## src/rtl/preg_free_arbiter.sv

```systemverilog
// Round-robin merge of retire and squash-reclaim preg releases into an in-order FIFO drained
// up to two per cycle. Optional duplicate filter: define PREG_FREE_DUP_CHECK_EN.
module preg_free_arbiter #(
    parameter int unsigned NUM_PREGS  = 64,
    parameter int unsigned FIFO_DEPTH = 8,
    localparam int unsigned PW = $clog2(NUM_PREGS),
    localparam int unsigned AW = $clog2(FIFO_DEPTH),
    localparam int unsigned CW = AW + 1
) (
    input  logic          clk,
    input  logic          reset,
    input  logic          ret_valid1,
    input  logic          ret_valid2,
    input  logic [PW-1:0] ret_addr1,
    input  logic [PW-1:0] ret_addr2,
    output logic          ret_ready,
    input  logic          sq_valid1,
    input  logic          sq_valid2,
    input  logic [PW-1:0] sq_addr1,
    input  logic [PW-1:0] sq_addr2,
    output logic          sq_ready,
    input  logic          drain_en,
    output logic          free1,
    output logic          free2,
    output logic [PW-1:0] free1_addr,
    output logic [PW-1:0] free2_addr,
    output logic [CW-1:0] pending,
    output logic          dup_err
);

    logic [AW-1:0] wr_ptr_q, wr_ptr_d, rd_ptr_q, rd_ptr_d;
    logic [CW-1:0] pending_q, pending_d;
    logic [PW-1:0] mem_q [FIFO_DEPTH];
    logic [PW-1:0] mem_d [FIFO_DEPTH];
    logic          rr_q, rr_d;
    logic          free1_q, free1_d, free2_q, free2_d;
    logic [PW-1:0] free1_addr_q, free1_addr_d, free2_addr_q, free2_addr_d;

    logic          space_ok, ret_xfer, sq_xfer;
    logic          sel_v1, sel_v2, push1, push2;
    logic [PW-1:0] sel_a1, sel_a2, head0, head1;
    logic [1:0]    n_push, n_pop;

    // Occupancy only; a same-cycle drain earns no credit.
    assign space_ok  = pending_q <= CW'(FIFO_DEPTH - 2);
    assign ret_ready = space_ok && (!sq_valid1 || !rr_q);
    assign sq_ready  = space_ok && (!ret_valid1 || rr_q);
    assign ret_xfer  = ret_valid1 && ret_ready;
    assign sq_xfer   = sq_valid1 && sq_ready;

    assign head0 = mem_q[rd_ptr_q];
    assign head1 = mem_q[rd_ptr_q + AW'(1)];

    always_comb begin
        sel_v1 = ret_xfer || sq_xfer;
        sel_v2 = ret_xfer ? ret_valid2 : (sq_xfer && sq_valid2);
        sel_a1 = sq_xfer ? sq_addr1 : ret_addr1;
        sel_a2 = sq_xfer ? sq_addr2 : ret_addr2;
    end

`ifdef PREG_FREE_DUP_CHECK_EN
    logic [NUM_PREGS-1:0] busy_q, busy_d;
    logic                 dup_err_q, dup_err_d;

    always_comb begin
        push1     = sel_v1 && !busy_q[sel_a1];
        // A pair naming the same preg twice keeps only the first.
        push2     = sel_v2 && !busy_q[sel_a2] && (sel_a2 != sel_a1);
        dup_err_d = dup_err_q || (sel_v1 && !push1) || (sel_v2 && !push2);
        busy_d    = busy_q;
        if (n_pop != 2'd0) busy_d[head0] = 1'b0;
        if (n_pop == 2'd2) busy_d[head1] = 1'b0;
        if (push1) busy_d[sel_a1] = 1'b1;
        if (push2) busy_d[sel_a2] = 1'b1;
    end

    always_ff @(posedge clk) begin
        if (reset) begin
            busy_q    <= '0;
            dup_err_q <= 1'b0;
        end else begin
            busy_q    <= busy_d;
            dup_err_q <= dup_err_d;
        end
    end

    assign dup_err = dup_err_q;
`else
    assign push1   = sel_v1;
    assign push2   = sel_v2;
    assign dup_err = 1'b0;
`endif

    always_comb begin
        mem_d  = mem_q;
        n_push = {1'b0, push1} + {1'b0, push2};
        if (push1) mem_d[wr_ptr_q] = sel_a1;
        if (push2) mem_d[push1 ? wr_ptr_q + AW'(1) : wr_ptr_q] = sel_a2;
        wr_ptr_d = wr_ptr_q + AW'(n_push);

        n_pop = 2'd0;
        if (drain_en) n_pop = (pending_q >= CW'(2)) ? 2'd2 : pending_q[1:0];
        rd_ptr_d  = rd_ptr_q + AW'(n_pop);
        pending_d = pending_q + CW'(n_push) - CW'(n_pop);

        rr_d = rr_q;
        if (ret_xfer) begin
            rr_d = 1'b1;
        end else if (sq_xfer) begin
            rr_d = 1'b0;
        end

        free1_d      = n_pop != 2'd0;
        free2_d      = n_pop == 2'd2;
        free1_addr_d = free1_d ? head0 : free1_addr_q;
        free2_addr_d = free2_d ? head1 : free2_addr_q;
    end

    always_ff @(posedge clk) begin
        if (reset) begin
            wr_ptr_q     <= '0;
            rd_ptr_q     <= '0;
            pending_q    <= '0;
            rr_q         <= 1'b0;
            free1_q      <= 1'b0;
            free2_q      <= 1'b0;
            free1_addr_q <= '0;
            free2_addr_q <= '0;
        end else begin
            wr_ptr_q     <= wr_ptr_d;
            rd_ptr_q     <= rd_ptr_d;
            pending_q    <= pending_d;
            rr_q         <= rr_d;
            free1_q      <= free1_d;
            free2_q      <= free2_d;
            free1_addr_q <= free1_addr_d;
            free2_addr_q <= free2_addr_d;
        end
    end

    // Storage needs no reset: pointers and occupancy define which entries are live.
    always_ff @(posedge clk) begin
        mem_q <= mem_d;
    end

    assign free1      = free1_q;
    assign free2      = free2_q;
    assign free1_addr = free1_addr_q;
    assign free2_addr = free2_addr_q;
    assign pending    = pending_q;

endmodule

```

## config.mk

```make
export PLATFORM = sky130hd
export DESIGN_NAME = preg_free_arbiter
export DESIGN_NICKNAME = d
export VERILOG_FILES = /design/src/rtl/preg_free_arbiter.sv
export SDC_FILE = /design/constraint.sdc
export NUM_CORES = 1
export LEC_CHECK = 0
export CAP_MARGIN = 40
export CORE_MARGIN = 2
export CORE_UTILIZATION = 47
export DETAILED_ROUTE_END_ITERATION = 8
export PLACE_DENSITY_LB_ADDON = 0.15
export SETUP_SLACK_MARGIN = 0.05
export SYNTH_ARGS = -nofsm -noshare
export SYNTH_HDL_FRONTEND = slang
export SYNTH_SLANG_ARGS = --single-unit
```

## constraint.sdc

```tcl
create_clock -name clk -period 4.2 [get_ports clk]
set_clock_uncertainty 0.2 [all_clocks]
set_input_delay 0.84 -clock clk [delete_from_list [all_inputs] [get_ports clk]]
set_output_delay 0.84 -clock clk [all_outputs]
set_load 0.05 [all_outputs]
```

Yosys cells after proc, flatten, opt, wreduce, memory -nomap -nowiden
Index checks and enable logic that the tools add are counted.

word-level totals
  register bits after elaboration = 73
  input bits = 31
  output and inout bits = 21
  logic and storage cells = 73

operators by class
  add/sub/neg operators = 7
  $lt $le $gt $ge = 8
  eq/ne operators = 1
  multiplexer cells = 22
  bitwise gates (word level) = 4
  reductions and logical operators = 15

operators by type and width
  operator               count
  $bwmux W48             2
  $mux W48               2
  $mux W6                8
  $bmux W6 S3            2
  $demux W6 S3           2
  $ge A4 B4 Y1 const B   4
  $not A3 Y4             4
  $lt A4 B1 Y1 const B   2
  $logic_and A1 B1 Y1    7
  $add A3 B1 Y3 const B  2
  $add A3 B2 Y3          2
  $add A4 B2 Y4          1
  $ge A4 B2 Y1 const B   1
  $le A4 B3 Y1 const B   1
  $mux W2                2
  $reduce_bool A2 Y1     2
  $sub A4 B2 Y4          1
  $logic_not A1 Y1       3
  $logic_or A1 B1 Y1     3
  $mux W1                3
  $mux W3                1
  $add A1 B1 Y2          1
  $eq A2 B2 Y1 const B   1

Logic depth before layout (Yosys ltp)
  depth in word-level cells = 13
  mapped depth = 14

Least setup slack after synthesis
Ideal clock, no wire load.

  path type = register to register
  start = reg pending_q[3], in the netlist pending[3]
  end = reg pending_q[3], in the netlist pending[3]
  setup time = 128 ps
  data arrival time = 3012 ps
  required time = 3872 ps
  path slack = 861 ps
  cell stages (with the launch flop) = 15
  buffers on the path = 0
  cell sequence = dfxtp_1 > inv_1 > ha_1 > a21bo_4 > o211ai_4 > inv_6 > ha_1 > inv_1 > fa_1 > inv_1 > ha_1 > a21o_1 > a21oi_1 > xnor2_1 > nor2_1

between the ends
  cells in the longest elaborated chain, start to end = 8
  elaborated cells between the ends (all ways) = 14
  those cells by class = 3 x add/sub; 2 x order compare; 3 x mux; 6 x reduce/logical

ends and longest elaborated chain
  item                    RTL line  source
  start, declared         32        logic [CW-1:0] pending_q, pending_d;
  start signal, assigned  132       pending_q <= pending_d;
  $le A4 B3 Y1            45        assign space_ok = pending_q <= CW'(FIFO_DEPTH - 2);
  $logic_and A1 B1 Y1     47        assign sq_ready = space_ok && (!ret_valid1 || rr_q);
  $logic_and A1 B1 Y1     49        assign sq_xfer = sq_valid1 && sq_ready;
  $logic_and A1 B1 Y1     56        sel_v2 = ret_xfer ? ret_valid2 : (sq_xfer && sq_valid2);
  $mux W1                 56
  $add A1 B1 Y2           96        n_push = {1'b0, push1} + {1'b0, push2};
  $add A4 B2 Y4           104       pending_d = pending_q + CW'(n_push) - CW'(n_pop);
  $sub A4 B2 Y4 (*)       104

Mark *: on every way between the ends. The rest lies on a longest branch, timed or not.
A chain may end at the register's enable or synchronous reset.

Worst setup path after layout
  start = in ret_valid1
  end = reg pending_q[3], in the netlist pending[3]

between the ends
  cells in the longest elaborated chain, start to end = 9
  elaborated cells between the ends (all ways) = 11
  those cells by class = 3 x add/sub; 1 x mux; 7 x reduce/logical

ends and longest elaborated chain
  item                 RTL line  source
  start, declared      12        input logic ret_valid1,
  $logic_not A1 Y1     47
  $logic_or A1 B1 Y1   47
  $logic_and A1 B1 Y1  47
  $logic_and A1 B1 Y1  49
  $logic_and A1 B1 Y1  56
  $mux W1              56
  $add A1 B1 Y2 (*)    96
  $add A4 B2 Y4 (*)    104
  $sub A4 B2 Y4 (*)    104

Marks and branches as above.

==> summary.md <==
| Metric | Value |
|---|---|
| Met1 WL | 4380 um |
| Largest net degree at the start of global routing | 26 |
| Status | complete, no violations |
| Reg clk slew, reported paths | 70 ps |
| Syn nets | 410 |
| Pleak | 2.13 nW |
| Worst Reg-to-Reg Cells | 14 |
| DRC viols | 0 |
| P_sw | 1.59 mW |
| Arrival @ worst endpoint | 3600 ps |
| Critical Path Source Type | primary input |
| Hold Fails Final Rpt | 0 |
| Hold path start | free1_addr[0] |
| Met2 WL post-DR | 4110 um |
| Die Area | 9980 um^2 |
| Root buffer cell | clkbuf_8 |
| Synth async-reset ratio | 0% |
| Hold Path End | free1_addr[0] |
| Worst relative slew slack | 46.2% |
| Min-Delay Path Class | reg -> reg |
| Worst Path Required | 4230 ps |
| WL final | 8940 um |
| Internal | 2.36 mW |
| Clock power frac | 15.5% |
| H-tree depth | 3 |
| DRT Pass-1 Iters | 4 |
| Post-layout min period | 3570 ps |
| Routability cong. | 0.823 |
| Initial antenna violation count | 0 |
| TritonCTS Buffers | 9 |
| Peak Freq | 280 MHz |
| Most area-consuming cells after synthesis | dfxtp_1 (34%), mux2i_1 (27%), mux4_2 (13%) |
| CORE AREA | 8810 um^2 |
| Number of enable flip-flop cells after synthesis | 0 |
| Synth area leader | dfxtp_1 |
| Tightest Pin Transition | 808 ps |
| Final Total Pwr | 3.95 mW |
| Drt initial violations | 104 |
| Commonest non-fill, non-tap cell in the layout | mux2i_1 |
| Initial Util | 49.1% |
| Combinational Power Share | 51.8% |
| Kind of cell adding the most delay to the critical path | adder cells |
| WP buf/inv | 3 |
| Post-cts resize count | 0 |
| Grt total ovfl | 0 |
| Endpoints failing setup | 0 |
| Antenna diodes | 0 |
| Net Sw Frac | 40.2% |
| Top-Level Pins | 52 |
| CP max stage delay | 570 ps |
| R2R setup slack | 1110 ps |
| Slowest CP cell | clkdlybuf4s50_1 |
| Setup Fix Bufs, Post-CTS | 0 |
| Wirelength per Cell | 17.2 um |
| Max Cap Viol | 0 |
| Setup TNS | 0 ps |
| Post-DP HPWL | 7070 um |
| Yosys top cell area share | 33.8% |
| First-pass GRT wire length | 15000 um |
| Seq pwr share | 32.7% |
| Finished Core Util | 57.5% |
| Number of synthesized register bits | 73 |
| VDD IR max | 0.249 mV |
| Primary FF master, synth | dfxtp_1 |
| Die width | 99.9 um |
| WS Path Type | in -> reg |
| Worst-skew pair later-pin latency | 350 ps |
| Max-slew violations | 0 |
| Register area share after synthesis | 33.8% |
| Fill cells | 757 |
| Site Rows | 34 |
| Crit end category | flop |
| Final net count | 453 |
| CTS Buffer Depth | 2 |
| Worst path cell trace | clkdlybuf4s50_1, nand2b_1, a32oi_1, nor2_1, ha_1, inv_1, fa_1, inv_1, ha_1, a21o_1, a21oi_1, xnor2_1, nor2_1 |
| Hold buffers post-CTS | 0 |
| CP Max Fanout | 4 |
| Global-route total usage across every layer | 19.3% |
| Clock sinks | 73 |
| Syn-to-layout area delta | 17.2% |
| Buffers on Ports | 50 |
| Hold depth | 2 |
| Die height | 99.9 um |
| Reg2Reg Launch Point | pending[3] |
| Crit share post-route | 85.0% |
| TritonCTS clock tree | built |
| Mapped Area | 4320 um^2 |
| Unrepaired setup endpoints after global routing | false |
| Syn Inst Count | 364 |
| Commonest non-fill, non-tap cells in the layout | mux2i_1 (116), dfxtp_1 (73), clkdlybuf4s50_1 (50) |
| Power Density | 780 nW/um^2 |
| Number of global-route vias before repair | 2886 |
| WL met3 | 319 um |
| Syn_area_per_cell | 11.9 um^2 |
| Via/cell ratio | 5.65 |
| DR vias | 2940 |
| Share of cells above drive strength 1 | 16.3% |
| Netlist cell types | 40 |
| Max layer used | met4 |
| Final ANT Viol Nets | 0 |
| Yosys warns | 0 |
| Critical R2R Capture | pending[3] |
[cells in the mapped netlist (5+ instances only)]
library cell / number
a211oi_1: 12
nor2_1: 24
dfxtp_1: 73
mux2i_1: 116
nor2b_1: 8
inv_1: 12
clkbuf_1: 5
ha_1: 11
and3_1: 5
nand2_1: 8
buf_4: 9
nand2b_1: 5
mux4_2: 24
[area by class of cell]
type                            count  area [um^2]  share of cell area, %
Clock buffer                       11          141                   2.79
Clock inverter                      5         78.8                   1.56
Inverter                           14         57.6                   1.14
Multi-Input combinational cell    255         2650                   52.4
Sequential cell                    73         1460                   28.9
Tap cell                          108          135                   2.67
Timing Repair Buffer               54          538                   10.6
[power groups by stage]
| stage | Clock [mW] | Sequential (mW) | Combinational, mW |
|---|---|---|---|
| 2_1_floorplan | 0 | 1.43 | 1.44 |
| 3_3_place_gp | 0 | 1.28 | 2.01 |
| 3_5_place_dp | 0 | 1.30 | 2.06 |
| 4_1_cts | 0.626 | 1.29 | 2.06 |
| 5_1_grt | 0.653 | 1.34 | 2.24 |
| 6_report | 0.614 | 1.29 | 2.05 |
[cell families after synthesis]
| kind of cell | Yosys count | share of synthesized area (%) |
|---|---|---|
| mux | 148 | 42.3 |
| flops | 73 | 33.8 |
| simple gates | 64 | 8.49 |
| buf+inv | 36 | 4.81 |
| compound gates | 20 | 3.82 |
| fa+ha+maj | 15 | 5.04 |
| xor+xnor | 7 | 1.59 |
| other cells | 1 | 0.0868 |
[flip-flops by register name (all words and copies together) (netlist names)]
name and count:
free1 1, free1_addr 6, free2 1, free2_addr 6, mem_q 48, pending 4
rd_ptr_q 3, rr_q 1, wr_ptr_q 3
[worst min-delay path, cell delays in order (launching register included)]
cell and delay (ps):
dfxtp_1 310, nor2_1 90, a211oi_1 50
[stage by stage]
| stage | std cells | hold slack (ps) | cell area [um^2] | setup slack, ps |
|---|---|---|---|---|
| 2_1_floorplan | 364 | 312 | 4320 | 861 |
| 3_3_place_gp | 503 | 292 | 4830 | 346 |
| 3_5_place_dp | 504 | 292 | 4840 | 264 |
| 4_1_cts | 520 | 303 | 5060 | 647 |
| 5_1_grt | 520 | 319 | 5060 | 446 |
| 6_report | 520 | 297 | 5060 | 628 |
[metal layers]
metal / vias up / track usage [%]
li1: 1418 / -
met2: 71 / 30.4
met5: - / 0
met4: 0 / 6.64
met1: 1439 / 27.0
met3: 12 / 3.20
[worst max path at each step]
stage               depth (start not counted)    endpoint        from  slack, ps
finish                                     13  pending[3]  ret_valid1        630
global route                               13  pending[3]  ret_valid1        450
CTS                                        13  pending[3]  ret_valid1        650
detailed placement                         13  pending[3]  ret_valid1        260
global placement                           13  pending[3]  ret_valid1        350
floorplan                                  14  pending[3]  pending[3]        860
(Power assumes the default switching activity.)
